File: config.mk
export PLATFORM = sky130hd
export DESIGN_NAME = evict_writeback
export DESIGN_NICKNAME = d
export VERILOG_FILES = /design/src/rtl/evict_writeback.sv
export SDC_FILE = /design/constraint.sdc
export NUM_CORES = 1
export LEC_CHECK = 0
export CAP_MARGIN = 5
export CORE_UTILIZATION = 28
export DETAILED_ROUTE_END_ITERATION = 16
export PLACE_DENSITY_LB_ADDON = 0.3
export SYNTH_ARGS = -nofsm -noshare
export SYNTH_HDL_FRONTEND = slang
export SYNTH_SLANG_ARGS = --single-unit
File: constraint.sdc
create_clock -name clk_i -period 8.6 [get_ports clk_i]
set_clock_uncertainty 0.15 [all_clocks]
set_input_delay 0.86 -clock clk_i [delete_from_list [all_inputs] [get_ports clk_i]]
set_output_delay 0.86 -clock clk_i [all_outputs]
set_load 0.005 [all_outputs]
File: src/rtl/evict_writeback.sv
// Eviction intake and dirty-line writeback queue.
// A victim index is read from the tag/data arrays; dirty lines are queued
// as {tag, idx, data} in a small FIFO that drains to memory over a
// valid/ready request channel.
module evict_writeback #(
    parameter int word_wid = 64,
    parameter int idx_wid  = 10,
    parameter int tag_wid  = 20,
    parameter int depth    = 4
) (
    input  logic                       clk_i,
    input  logic                       rst_i,
    input  logic                       evict_valid_i,
    input  logic [idx_wid-1:0]         evict_idx_i,
    output logic                       evict_ready_o,
    output logic                       arr_rd_en_o,
    output logic [idx_wid-1:0]         arr_rd_idx_o,
    input  logic [word_wid-1:0]        arr_data_i,
    input  logic [tag_wid-1:0]         arr_tag_i,
    input  logic                       arr_dirty_i,
    output logic                       arr_clr_dirty_o,
    output logic                       mem_valid_o,
    input  logic                       mem_ready_i,
    output logic [tag_wid+idx_wid-1:0] mem_addr_o,
    output logic [word_wid-1:0]        mem_data_o,
    output logic                       overflow_o,
    output logic [15:0]                wb_count_o
);

    localparam int ptr_wid = (depth > 1) ? $clog2(depth) : 1;
    localparam int cnt_wid = $clog2(depth) + 1;
    localparam int ent_wid = tag_wid + idx_wid + word_wid;

    typedef enum logic [1:0] {IDLE, READ, CAPTURE} state_t;

    state_t               state;
    logic [idx_wid-1:0]   idx_q;
    logic [ent_wid-1:0]   fifo_mem [depth];
    logic [ptr_wid-1:0]   wr_ptr;
    logic [ptr_wid-1:0]   rd_ptr;
    logic [cnt_wid-1:0]   count;
    logic                 push;
    logic                 pop;

    // Accepting only with a free slot reserves room for the eventual push,
    // so the FIFO can never be written while full.
    assign evict_ready_o   = (state == IDLE) && (count < cnt_wid'(depth));
    assign arr_rd_en_o     = (state == READ);
    assign arr_rd_idx_o    = idx_q;
    assign push            = (state == CAPTURE) && arr_dirty_i;
    assign arr_clr_dirty_o = push;
    assign mem_valid_o     = (count != '0);
    assign pop             = mem_valid_o && mem_ready_i;
    assign {mem_addr_o, mem_data_o} = fifo_mem[rd_ptr];

    // Intake FSM: IDLE -> READ (array strobe) -> CAPTURE (sample line) -> IDLE.
    always_ff @(posedge clk_i or posedge rst_i) begin
        if (rst_i) begin
            state <= IDLE;
        end else begin
            case (state)
                IDLE:    if (evict_valid_i && evict_ready_o) state <= READ;
                READ:    state <= CAPTURE;
                CAPTURE: state <= IDLE;
                default: state <= IDLE;
            endcase
        end
    end

    // Victim index latch; held from READ through CAPTURE for the array.
    always_ff @(posedge clk_i) begin
        if (state == IDLE && evict_valid_i && evict_ready_o) idx_q <= evict_idx_i;
    end

    // Sticky flag for offers dropped because upstream does not hold them.
    always_ff @(posedge clk_i or posedge rst_i) begin
        if (rst_i)                               overflow_o <= 1'b0;
        else if (evict_valid_i && !evict_ready_o) overflow_o <= 1'b1;
    end

    // FIFO pointers and occupancy; pointers wrap naturally at power-of-two depth.
    always_ff @(posedge clk_i or posedge rst_i) begin
        if (rst_i) begin
            wr_ptr <= '0;
            rd_ptr <= '0;
            count  <= '0;
        end else begin
            if (push) wr_ptr <= wr_ptr + ptr_wid'(1);
            if (pop)  rd_ptr <= rd_ptr + ptr_wid'(1);
            case ({push, pop})
                2'b10:   count <= count + cnt_wid'(1);
                2'b01:   count <= count - cnt_wid'(1);
                default: count <= count;
            endcase
        end
    end

    // FIFO storage: dirty line entry written as {tag, idx, data}.
    always_ff @(posedge clk_i) begin
        if (push) fifo_mem[wr_ptr] <= {arr_tag_i, idx_q, arr_data_i};
    end

    // Saturating count of writebacks handed to memory.
    always_ff @(posedge clk_i or posedge rst_i) begin
        if (rst_i)                              wb_count_o <= 16'd0;
        else if (pop && wb_count_o != 16'hFFFF) wb_count_o <= wb_count_o + 16'd1;
    end

endmodule

* After elaboration in Yosys (flattened, before gate mapping)
Memories as Yosys holds them, arrays and structs flattened.
Cells that the tools add are included.
** Cells by class
- Reductions and logical operators :: 12
- Bitwise operators :: 0
- Add/sub/neg operators :: 5
- Multiplexer cells :: 5
- Multiply operators :: 0
- Div/mod/pow operators :: 0
- Equality and inequality tests :: 6
- Order comparisons :: 1
- Shifts and indexed selects :: 0
** Operators by type and width (number)
- 16-bit by 1-bit adder with 16-bit output, second input constant :: 1
- 16-bit inequality test, second input constant :: 1
- 1-bit logical AND :: 8
- 3-bit case mux with 2 select lines :: 1
- 2-bit by 1-bit adder with 2-bit output, second input constant :: 2
- 2-bit by 1-bit == test with 1-bit output, second input constant :: 2
- 2-bit == test, second input constant :: 2
- 2-bit case mux with 2 select lines :: 1
- 3-bit by 1-bit adder with 3-bit output, second input constant :: 1
- 3-bit less-than comparator, second input constant :: 1
- 3-bit nonzero test :: 1
- 3-bit by 1-bit subtractor with 3-bit output, second input constant :: 1
- 2-bit logical NOT :: 1
- 1-bit two-way mux :: 2
- 2-bit two-way mux :: 1
- 2-bit by 1-bit inequality test with 1-bit output, second input constant :: 1
- 2-bit nonzero test :: 1
- 1-bit logical NOT :: 1
** Word-level totals
- Register bits after elaboration :: 36
- Bits in read-only memories :: 0
- Latch bits :: 0
- Bits of input ports :: 99
- Logic and storage cells :: 37
- Memories :: 1
- Bits in writable memories :: 376
- Output and inout bits :: 125
** Memory list
- fifo_mem :: depth 4, bits a word 94, rd ports 1, clocked after memory_dff 0, write ports 1, line 38 : logic [ent_wid-1:0] fifo_mem [depth];

* Longest topological paths before layout
- Word-level depth :: 5
- Depth in mapped cells :: 9
- Gate-level depth less buffers :: 9

* Worst setup path before layout
No wires, ideal clock.
- Path kind :: input-to-reg
- From :: input port arr_dirty_i
- To :: memory fifo_mem[0][0] (netlist bit), enable pin
- Setup time :: 463 ps
- Data arrival time :: 3486 ps
- Stages on the path :: 3
- Path slack :: 4501 ps
- Cell sequence :: nand2_1 nor2_1 and2_1
** On the way
- Cells in the longest elaborated chain, start to end :: 3
** Ends and longest elaborated chain
- from (decl) :: line 20 : input logic arr_dirty_i,
- 1-bit logical AND :: line 50 : assign push = (state == CAPTURE) && arr_dirty_i;
- named net arr_clr_dirty_o :: line 21 : output logic arr_clr_dirty_o,
- 1-bit two-way mux :: line 100 : if (push) fifo_mem[wr_ptr] <= {arr_tag_i, idx_q, arr_data_i};
- 1-bit two-way mux (implied by the code) :: line 100
- to (decl) :: line 38
The timed path passes the listed nets, and every way through them passes these cells.

* Worst setup path in the final report
- From :: register rd_ptr[0]
- To :: output port mem_addr_o[23]
** On the way
- Cells in the longest elaborated chain, start to end :: 1
** Ends and longest elaborated chain
- from (decl) :: line 40 : logic [ptr_wid-1:0] rd_ptr;
- from (signal assigned) :: line 89 : if (pop) rd_ptr <= rd_ptr + ptr_wid'(1);
- memory 4 x 94 bit
- to (decl) :: line 24 : output logic [tag_wid+idx_wid-1:0] mem_addr_o,
Every way passes these cells.

==> impl_metrics.sql <==
INSERT INTO impl_metrics (metric_group, metric, value, unit) VALUES
('synth', 'synth.top_cells.by_area', 'sky130_fd_sc_hd__edfxtp_1 76%, sky130_fd_sc_hd__mux4_2 14%, sky130_fd_sc_hd__dfrtp_1 4.3%', ''),
('die', 'rows', '84', ''),
('sta', 'fmaxAchievable', '233', 'MHz'),
('sta', 'rsz0062_at_grt', 'no', ''),
('synth', 'dominantRegCellSynth', 'sky130_fd_sc_hd__edfxtp_1', ''),
('synth', 'synth_cells', '621', ''),
('power', 'p_seq_share', '42.1', '%'),
('global_routing', 'grt_pass1_vias', '7749', ''),
('sta', 'finalMaxSlewViolations', '0', ''),
('worst_setup_path', 'critical_path.endpoint_type', 'primary output', ''),
('cts', 'cts_buffers', '46', ''),
('worst_setup_path', 'crit_path_cell_trace', 'buf_4 > mux4_2 > clkdlybuf4s50_1', ''),
('synth', 'avgSynthCellArea', '24.4', 'um2'),
('worst_setup_path', 'worst-endpoint-required', '7.59', 'ns'),
('synth', 'yosys.cell_count.top_type', 'sky130_fd_sc_hd__edfxtp_1', ''),
('synth', 'syn_area', '15200', 'um2'),
('sta', 'fin_setup_tns', '0', 'ns'),
('cts', 'clock_sinks', '412', ''),
('cts', 'clk_pin_slew', '0.06', 'ns'),
('status', 'status', 'finished, final reports clean', ''),
('synth', 'synth_edf_count', '386', ''),
('die', 'floorplan.die.height', '235', 'um'),
('synth', 'postSynth.asyncResetShare', '6.31', '%'),
('sta', 'final-setup-viol-count', '0', ''),
('cts', 'holdBufCountCts', '0', ''),
('cts', 'cts_tree', 'done', ''),
('cts', 'h-tree-depth', '2', ''),
('cts', 'clock_tree.root_cell', 'sky130_fd_sc_hd__clkbuf_16', ''),
('layout', 'fillerInstances', '4808', ''),
('detailed_routing', 'routed_wl', '32600', 'um'),
('global_routing', 'grtUsageTotal', '11.9', '%'),
('worst_setup_path', 'cp_max_fo', '36', ''),
('power', 'power.density', '303', 'nW/um2'),
('layout', 'final_layout_size_suffix_gt1_share', '19.8', '%'),
('worst_setup_path', 'timing.critical_path.slowest_stage_cell', 'sky130_fd_sc_hd__dfrtp_4', ''),
('power', 'power_switching_share', '25.8', '%'),
('layout', 'design.final.nets', '983', ''),
('detailed_routing', 'drt_first_pass_iters', '4', ''),
('synth', 'synth.cells.most_frequent', '386 x sky130_fd_sc_hd__edfxtp_1, 94 x sky130_fd_sc_hd__mux4_2, 26 x sky130_fd_sc_hd__dfrtp_1', ''),
('worst_setup_path', 'worstSetupPathType', 'reg -> out', ''),
('die', 'dieArea', '55100', 'um2'),
('global_routing', 'grt_first_pass_wirelength', '49400', 'um'),
('cts', 'post_cts_buffers', '0', ''),
('layout', 'share_of_the_core_filled_with_cells_in_the_final_layout', '37.1', '%'),
('worst_setup_path', 'maximum_cell_stage_delay_along_the_critical_path', '0.80', 'ns'),
('sta', 'layout_worst_path_cycle_share', '49.9', '%'),
('synth', 'yosys.area.top_type_share', '76.4', '%'),
('detailed_routing', 'drcViolationCount', '0', ''),
('cts', 'clock_path_buffers', '3', ''),
('worst_setup_path', 'worstPathArrival', '3.28', 'ns'),
('synth', 'synth.lib_cells_used.distinct', '38', ''),
('detailed_routing', 'dr_total_vias', '7105', ''),
('die', 'fp.dieW', '235', 'um'),
('sta', 'tightestPinTransition', '1.13', 'ns'),
('worst_setup_path', 'start_kind', 'flip-flop', ''),
('layout', 'syn_to_final_growth', '29.8', '%'),
('detailed_routing', 'via_density_per_instance', '4.43', ''),
('power', 'p_comb_share', '26.1', '%'),
('power', 'peakVddDrop', '181', 'uV'),
('cts', 'latest_clock_arrival_within_the_worst_skew_pair', '0.56', 'ns'),
('synth', 'synth_seq_area_share', '80.7', '%'),
('detailed_routing', 'final_antenna_net_count', '0', ''),
('global_routing', 'grt.overflow.total', '0', ''),
('detailed_routing', 'drt_first_iter_violations', '332', ''),
('placement', 'placement.io_buffers', '223', ''),
('job', 'max_cap_viol_count', '0', ''),
('synth', 'synth-seq-cells', '412', ''),
('worst_hold_path', 'min-delay-path-class', 'reg -> reg', ''),
('synth', 'synth_warnings', '0', ''),
('power', 'power.net_switching', '1.54', 'mW'),
('die', 'start_util', '28.6', '%');
## worst paths after layout
path                                 from              to  slack (ns)  depth (start not counted)
worst max register to register   state[1]  fifo_mem[2][7]        5.61                          4
max in group asynchronous           rst_i       rd_ptr[1]        6.78                          2
worst min-delay path             state[1]        state[1]        0.32                          1
worst min register to register   state[1]        state[1]        0.32                          1
min in group asynchronous           rst_i       wr_ptr[0]        0.73                          2
worst max-delay path            rd_ptr[0]  mem_addr_o[23]        4.31                          3
## final cells by class
type	instances	area, um2	area share (%)
Timing Repair Buffer	230	2280	11.6
Clock buffer	58	1220	6.18
Multi-Input combinational cell	176	2790	14.2
Tap cell	688	861	4.37
Inverter	11	41.3	0.210
Sequential cell	412	12200	62.2
Clock inverter	27	244	1.24
Antenna cell	1	2.50	0.0127
## cell families (layout without fill, tap and decap cells)
family / count (synthesis) / count (layout) / synth area share (%)
other cells: 0 / 1 / 0
buf+inv: 33 / 326 / 0.989
flops: 412 / 412 / 80.7
mux: 96 / 96 / 14.1
compound gates: 9 / 9 / 0.701
fa+ha+maj: 7 / 7 / 0.627
simple gates: 44 / 44 / 1.74
xor+xnor: 20 / 20 / 1.15
## routing by layer
metal  up-vias  routed length [um]  global-route usage [%]  share of wire (%)
li1       3121                   -                       -                  -
met2       207               15000                    18.4                 46
met3        53                2390                    4.36                7.3
met1      3722               14600                    15.7                 45
met5         -                  13                       0              0.040
met4         2                 592                    3.35                1.8
## layout by cell type, fill, tap and decap left out, types with 2 or more instances in the layout
| master | count |
|---|---|
| sky130_fd_sc_hd__bufinv_16 | 4 |
| sky130_fd_sc_hd__nor2b_1 | 2 |
| sky130_fd_sc_hd__nor3_1 | 6 |
| sky130_fd_sc_hd__nor4_1 | 3 |
| sky130_fd_sc_hd__clkinv_2 | 7 |
| sky130_fd_sc_hd__nand4_1 | 2 |
| sky130_fd_sc_hd__clkinv_4 | 2 |
| sky130_fd_sc_hd__inv_1 | 10 |
| sky130_fd_sc_hd__ha_1 | 6 |
| sky130_fd_sc_hd__buf_4 | 7 |
| sky130_fd_sc_hd__clkbuf_16 | 47 |
| sky130_fd_sc_hd__clkdlybuf4s50_1 | 223 |
| sky130_fd_sc_hd__clkbuf_1 | 11 |
| sky130_fd_sc_hd__and2_1 | 3 |
| sky130_fd_sc_hd__nand2_1 | 7 |
| sky130_fd_sc_hd__clkinv_1 | 10 |
| sky130_fd_sc_hd__nor2_1 | 6 |
| sky130_fd_sc_hd__dfrtp_4 | 2 |
| sky130_fd_sc_hd__and2_4 | 4 |
| sky130_fd_sc_hd__mux4_2 | 94 |
| sky130_fd_sc_hd__nand3_1 | 3 |
| sky130_fd_sc_hd__nand3_2 | 2 |
| sky130_fd_sc_hd__dfrtp_1 | 24 |
| sky130_fd_sc_hd__o21ai_0 | 2 |
| sky130_fd_sc_hd__edfxtp_1 | 386 |
| sky130_fd_sc_hd__xnor2_1 | 8 |
| sky130_fd_sc_hd__xor2_1 | 12 |
| sky130_fd_sc_hd__inv_6 | 3 |
## per-stage QoR
step / area [um2] / hold slack [ns] / setup slack (ns) / std cells / total power, mW
finish: 19700 / 0.323 / 4.31 / 1603 / 5.96
global route: 19700 / 0.376 / 4.00 / 1602 / 6.25
CTS: 19700 / 0.324 / 4.09 / 1602 / 6.09
detailed placement: 18200 / 0.315 / 4.54 / 1517 / 4.16
global placement: 18200 / 0.311 / 4.62 / 1517 / 4.16
floorplan: 15200 / 0.297 / 4.50 / 621 / 3.29
## sequential cells by signal (all words and copies together) (netlist names)
signal,flops
fifo_mem,376
wb_count_o,16
arr_rd_idx_o,10
count,3
rd_ptr,2
state,2
wr_ptr,2
overflow_o,1
## worst max-delay path: cells and delay by family, from the launching register on
kind | cells | cell delay [ns]
buf+inv | 2 | 1.25
flops | 1 | 0.80
mux | 1 | 0.60
## power by group through the flow
stage                     clock [mW]  sequential, mW  combinational (mW)
final                           1.90            2.51                1.55
after global routing            2.03            2.53                1.68
after CTS                       1.96            2.52                1.61
after detailed placement           0            2.56                1.60
after global placement             0            2.55                1.60
after floorplan                    0            2.46               0.830
Note: power is estimated with default switching activity, not from simulation.
